### src/rtl/dram_port_arbiter_if.sv
// Requester-side bundle for one pipeline port of the DRAM arbiter.
// master = pipeline MEM stage, slave = arbiter.
interface dram_port_arbiter_if #(
    parameter int DW = 32,
    parameter int AW = 12
);
    logic          req;
    logic          r_w;
    logic [AW-1:0] addr;
    logic [DW-1:0] wdata;
    logic          ack;
    logic [DW-1:0] rdata;

    modport master (output req, r_w, addr, wdata, input ack, rdata);
    modport slave  (input req, r_w, addr, wdata, output ack, rdata);
endinterface

### src/rtl/dram_port_arbiter.sv
// Two-port req/ack arbiter onto a single-port data RAM.
// Every transaction costs IDLE -> ACCESS -> RESP, and all outputs are registered.
module dram_port_arbiter #(
    parameter int DW         = 32,
    parameter int AW         = 12,
    parameter bit FIXED_PRIO = 1'b0
) (
    input  logic                 clk,
    input  logic                 rst_n,
    dram_port_arbiter_if.slave   p1,
    dram_port_arbiter_if.slave   p2,
    output logic                 ram_cs,
    output logic                 ram_r_w,
    output logic [AW-1:0]        ram_addr,
    output logic [DW-1:0]        ram_wdata,
    input  logic [DW-1:0]        ram_rdata,
    output logic                 busy
);
    typedef enum logic [1:0] {IDLE, ACCESS, RESP} state_t;

    state_t        state_reg;
    logic          gnt_reg;    // 0 = port 1, 1 = port 2
    logic          last_reg;   // port served most recently, same encoding
    logic          ram_cs_reg;
    logic          ram_r_w_reg;
    logic [AW-1:0] ram_addr_reg;
    logic [DW-1:0] ram_wdata_reg;
    logic [DW-1:0] rdata1_reg;
    logic [DW-1:0] rdata2_reg;
    logic          ack1_reg;
    logic          ack2_reg;
    logic          busy_reg;
    logic          pick2;

    // Port 2 wins when alone, or on a tie when port 1 was served last (round-robin only).
    assign pick2 = p2.req && (!p1.req || (!FIXED_PRIO && !last_reg));

    always_ff @(posedge clk or negedge rst_n) begin
        if (!rst_n) begin
            state_reg     <= IDLE;
            gnt_reg       <= 1'b0;
            last_reg      <= 1'b1;
            ram_cs_reg    <= 1'b0;
            ram_r_w_reg   <= 1'b1;
            ram_addr_reg  <= '0;
            ram_wdata_reg <= '0;
            rdata1_reg    <= '0;
            rdata2_reg    <= '0;
            ack1_reg      <= 1'b0;
            ack2_reg      <= 1'b0;
            busy_reg      <= 1'b0;
        end else begin
            case (state_reg)
                IDLE: begin
                    if (p1.req || p2.req) begin
                        gnt_reg       <= pick2;
                        ram_r_w_reg   <= pick2 ? p2.r_w   : p1.r_w;
                        ram_addr_reg  <= pick2 ? p2.addr  : p1.addr;
                        ram_wdata_reg <= pick2 ? p2.wdata : p1.wdata;
                        ram_cs_reg    <= 1'b1;
                        busy_reg      <= 1'b1;
                        state_reg     <= ACCESS;
                    end
                end
                ACCESS: begin
                    if (ram_r_w_reg) begin
                        if (gnt_reg) rdata2_reg <= ram_rdata;
                        else         rdata1_reg <= ram_rdata;
                    end
                    ram_cs_reg <= 1'b0;
                    if (gnt_reg) ack2_reg <= 1'b1;
                    else         ack1_reg <= 1'b1;
                    state_reg  <= RESP;
                end
                RESP: begin
                    ack1_reg  <= 1'b0;
                    ack2_reg  <= 1'b0;
                    last_reg  <= gnt_reg;
                    busy_reg  <= 1'b0;
                    state_reg <= IDLE;
                end
                default: state_reg <= IDLE;
            endcase
        end
    end

    assign ram_cs    = ram_cs_reg;
    assign ram_r_w   = ram_r_w_reg;
    assign ram_addr  = ram_addr_reg;
    assign ram_wdata = ram_wdata_reg;
    assign busy      = busy_reg;
    assign p1.ack    = ack1_reg;
    assign p1.rdata  = rdata1_reg;
    assign p2.ack    = ack2_reg;
    assign p2.rdata  = rdata2_reg;
endmodule

### src/flat_wrapper.sv
// flat-port wrapper written by rule: the top's interface ports become plain ports
module dram_port_arbiter_flat 
#(
    parameter int DW         = 32,
    parameter int AW         = 12,
    parameter bit FIXED_PRIO = 1'b0
)
  (clk, rst_n, ram_cs, ram_r_w, ram_addr, ram_wdata, ram_rdata, busy, p1_req, p1_r_w, p1_addr, p1_wdata, p1_ack, p1_rdata, p2_req, p2_r_w, p2_addr, p2_wdata, p2_ack, p2_rdata);
  dram_port_arbiter_if #(.DW(DW), .AW(AW)) p1_i ();
  dram_port_arbiter_if #(.DW(DW), .AW(AW)) p2_i ();
  input  logic clk;
  input  logic rst_n;
  output logic ram_cs;
  output logic ram_r_w;
  output logic [AW-1:0] ram_addr;
  output logic [DW-1:0] ram_wdata;
  input  logic [DW-1:0] ram_rdata;
  output logic busy;
  input wire logic [$bits(p1_i.req)-1:0] p1_req;
  input wire logic [$bits(p1_i.r_w)-1:0] p1_r_w;
  input wire logic [$bits(p1_i.addr)-1:0] p1_addr;
  input wire logic [$bits(p1_i.wdata)-1:0] p1_wdata;
  output wire logic [$bits(p1_i.ack)-1:0] p1_ack;
  output wire logic [$bits(p1_i.rdata)-1:0] p1_rdata;
  input wire logic [$bits(p2_i.req)-1:0] p2_req;
  input wire logic [$bits(p2_i.r_w)-1:0] p2_r_w;
  input wire logic [$bits(p2_i.addr)-1:0] p2_addr;
  input wire logic [$bits(p2_i.wdata)-1:0] p2_wdata;
  output wire logic [$bits(p2_i.ack)-1:0] p2_ack;
  output wire logic [$bits(p2_i.rdata)-1:0] p2_rdata;
  assign p1_i.req = p1_req;
  assign p1_i.r_w = p1_r_w;
  assign p1_i.addr = p1_addr;
  assign p1_i.wdata = p1_wdata;
  assign p1_ack = p1_i.ack;
  assign p1_rdata = p1_i.rdata;
  assign p2_i.req = p2_req;
  assign p2_i.r_w = p2_r_w;
  assign p2_i.addr = p2_addr;
  assign p2_i.wdata = p2_wdata;
  assign p2_ack = p2_i.ack;
  assign p2_rdata = p2_i.rdata;
  dram_port_arbiter #(.DW(DW), .AW(AW), .FIXED_PRIO(FIXED_PRIO)) u_core (.clk(clk), .rst_n(rst_n), .p1(p1_i), .p2(p2_i), .ram_cs(ram_cs), .ram_r_w(ram_r_w), .ram_addr(ram_addr), .ram_wdata(ram_wdata), .ram_rdata(ram_rdata), .busy(busy));
endmodule
### config.mk
export PLATFORM = sky130hd
export DESIGN_NAME = dram_port_arbiter_flat
export DESIGN_NICKNAME = d
export VERILOG_FILES = /design/src/rtl/dram_port_arbiter_if.sv /design/src/rtl/dram_port_arbiter.sv /design/src/flat_wrapper.sv
export SDC_FILE = /design/constraint.sdc
export NUM_CORES = 1
export LEC_CHECK = 0
export ABC_AREA = 1
export ABC_CLOCK_PERIOD_IN_PS = 1320
export BUFFER_PORTS_ARGS = -buffer_cell sky130_fd_sc_hd__buf_4
export CAP_MARGIN = 0
export CORE_ASPECT_RATIO = 1.25
export CORE_MARGIN = 2
export CORE_UTILIZATION = 38
export DETAILED_ROUTE_END_ITERATION = 10
export PLACE_DENSITY = 0.73
export SYNTH_ARGS = -nofsm -noshare
export SYNTH_HDL_FRONTEND = slang
export SYNTH_SLANG_ARGS = --single-unit
### constraint.sdc
create_clock -name clk -period 1.32 [get_ports clk]
set_input_delay 0.198 -clock clk [delete_from_list [all_inputs] [get_ports clk]]
set_output_delay 0.198 -clock clk [all_outputs]
set_load 0.05 [all_outputs]
==> impl_metrics.yaml <==
placed_design:
  dp.cells: 1093
  place_ws_ns: 0.0851
  dpl.hpwl_um: 11500
  port-buffer-count: 238
  gp_congestion: 0.801
sta:
  maxSlewViolCount: 0
  worst-slew-pin-transition_ns: 0.374
  setup_viol: 43
  slew_headroom_pct: 75.1
  period_share_pct: 104
  max_freq_ghz: 0.727
  period_minus_slack_ns: 1.38
  rsz0062_at_grt: "yes"
  fin_skew_ns: 0.0111
  hold_viol_final: 0
  setup_slack_ns: -0.0563
final_layout:
  multi_input_area_um2: 1990
  fin_cells: 1132
  seq_area_um2: 2930
  final_nets: 1067
  drive_gt1_share_pct: 32.7
  n_antenna_cell: 0
  final_util_pct: 58.6
  fillers: 1331
  syn_to_final_growth_pct: 52.0
setup_path:
  cp.arrival_ns: 1.18
  cpMostUsedCell: "buf_12"
  start_kind: "flip-flop"
  worst_path_max_delay_cell: "dfstp_2"
  critPathKind: "flip-flop to output pin"
  cpPeakStageDelay_ns: 0.55
  path_buf_inv: 2
  crit_fanout: 2
  critPathTopFamily: "flip-flops"
  required_ns: 1.12
  cp-end-kind: "output pin"
  crit_chain: "buf_12 -> buf_12"
detailed_routing:
  route.detailed.drc: 0
  routedWlPerCell_um: 14.9
  postRouteAntennaNets: 0
  drtIter0Drc: 376
  drt-vias-per-instance: 4.88
  via_count: 5526
  drtPass1Iterations: 4
  wl_um: 16800
die:
  die_w_um: 112
  die_h_um: 139
  boundaryPins: 239
  initial_utilization_pct: 38.6
  coreArea_um2: 14300
  die-area_um2: 15500
  rows: 49
synthesis:
  yosysMostFrequentCell: "nand2_1"
  synth_largest_area_cell: "dfrtp_1"
  syn_inst: 701
  synth_top_area_share_pct: 52.2
  postSynth.asyncResetShare_pct: 100
  synth_common_cells: "269 x nand2_1, 115 x dfrtp_1, 93 x inv_1"
  synth_area_um2: 5510
  synth_edf_count: 0
  synth_cell_types: 18
  ys_ff_latch: 117
  syn_nets: 827
  seq_area_frac_synth_pct: 53.2
  yosys-top-cells-area: "dfrtp_1 52%, nand2_1 18%, nand3_1 8.4%, nand4_1 7.3%, inv_1 6.3%"
  synth_warnings: 0
  ys.flop_type: "dfrtp_1"
  synth.avg_cell_area_um2: 7.86
clocking:
  htreeDepth: 4
  cts_tree: "yes"
  cts_buffers: 17
  cts_max_path_buffers: 2
  path_clk_slew_ns: 0.06
  cts-root-buf: "clkbuf_16"
  clkSinkCount: 117
  insertion_delay_ns: 0.40
flow_run:
  cap_violations: 0
hold_path:
  holdCritPathClass: "primary input to flip-flop"
outcome:
  status: "finished, violations left"
  violations: "setup timing"
grt:
  grt_pass1_wl_um: 26700
  grt_use_total_pct: 21.3
  antenna_found_initial: 0
  grt_max_degree: 59
  first_global_vias: 5305
  grt_overflow: 0
pwr:
  p_leak_nw: 4.75
  powerDensity_nw_per_um2: 3120
  finalPower_mw: 26.1
  ir_drop_uv: 1970
[power breakdown]
| group | switching (mW) | leakage (nW) | internal (mW) |
|---|---|---|---|
| clock network | 1.66 | 0.292 | 3.07 |
| logic | 10.3 | 3.05 | 4.53 |
| registers | 1.09 | 1.41 | 5.44 |
[path summary, 6_finish.rpt]
kind	endpoint	slack, ns	start	cells after the start
worst max-delay path	ram_r_w	-0.06	u_core.ram_r_w	2
worst min-delay path	u_core.p2.rdata[21]	0.06	ram_rdata[21]	3
worst max register to register	u_core.p1.rdata[18]	-0.03	u_core.ram_r_w	6
worst min register to register	u_core.p1.rdata[11]	0.47	u_core.p1.rdata[11]	2
max in group asynchronous	u_core.ram_r_w	0.52	rst_n	3
min in group asynchronous	u_core.ram_addr[0]	0.16	rst_n	2
[metrics by stage]
stage	TNS [ns]	instance area, um^2	hold slack, ns
global route	-4.34	8370	0.0533
floorplan	0	5510	-0.0976
global placement	0	7590	0.0387
CTS	-1.40	8330	0.0425
finish	-0.566	8370	0.0589
detailed placement	0	7590	0.0396
[worst min-delay path: stages]
cell and delay (ns):
buf_4 0.08, nand4_1 0.08, nand2_1 0.06
[per-layer routing]
metal | GRT usage, % | part of all wire [%] | up-vias
met3 | 6.25 | 7.3 | 14
met4 | 6.17 | 1.3 | 0
met1 | 25.3 | 40 | 2603
met5 | 0 | 0 | -
li1 | - | - | 2695
met2 | 37.3 | 51 | 214
[cell families (layout without fill, tap and decap cells)]
| group | Yosys count | after routing | share of synthesized area, % |
|---|---|---|---|
| AND/OR/NAND/NOR | 433 | 433 | 34.9 |
| buffers and inverters | 144 | 397 | 11.2 |
| flip-flops | 117 | 117 | 53.2 |
| AO/OA/AOI/OAI | 7 | 7 | 0.704 |
[layout make-up]
class | count | share of cell area (%)
Inverter | 95 | 4.26
Clock inverter | 12 | 1.84
Timing Repair Buffer | 270 | 27.1
Tap cell | 178 | 2.66
Sequential cell | 117 | 35.0
Clock buffer | 20 | 5.46
Multi-Input combinational cell | 440 | 23.7
[layout by cell type, fill, tap and decap left out, types with 2 or more instances in the layout]
cell | Yosys | final
a21oi_1 | 3 | 3
buf_12 | 0 | 12
buf_4 | 6 | 249
buf_6 | 4 | 4
bufinv_16 | 0 | 3
clkbuf_16 | 0 | 18
clkbuf_8 | 0 | 2
clkinv_2 | 0 | 3
clkinv_4 | 0 | 3
clkinvlp_4 | 0 | 3
dfrtp_1 | 115 | 115
dfstp_2 | 2 | 2
inv_1 | 93 | 93
inv_2 | 2 | 2
nand2_1 | 269 | 269
nand2_2 | 2 | 2
nand3_1 | 92 | 90
nand4_1 | 64 | 64
nor2_1 | 4 | 3
nor2_4 | 2 | 2
o21ai_0 | 3 | 3
[repair_timing]
action                                  in CTS  in global routing
hold buffers                                 1                  0
endpoints found under the setup margin       1                 67
buffers inserted                             3                  0
endpoints found under the hold margin      115                  0
resized for setup                            9                  5
cloned                                       2                  1
(Power assumes the default switching activity.)
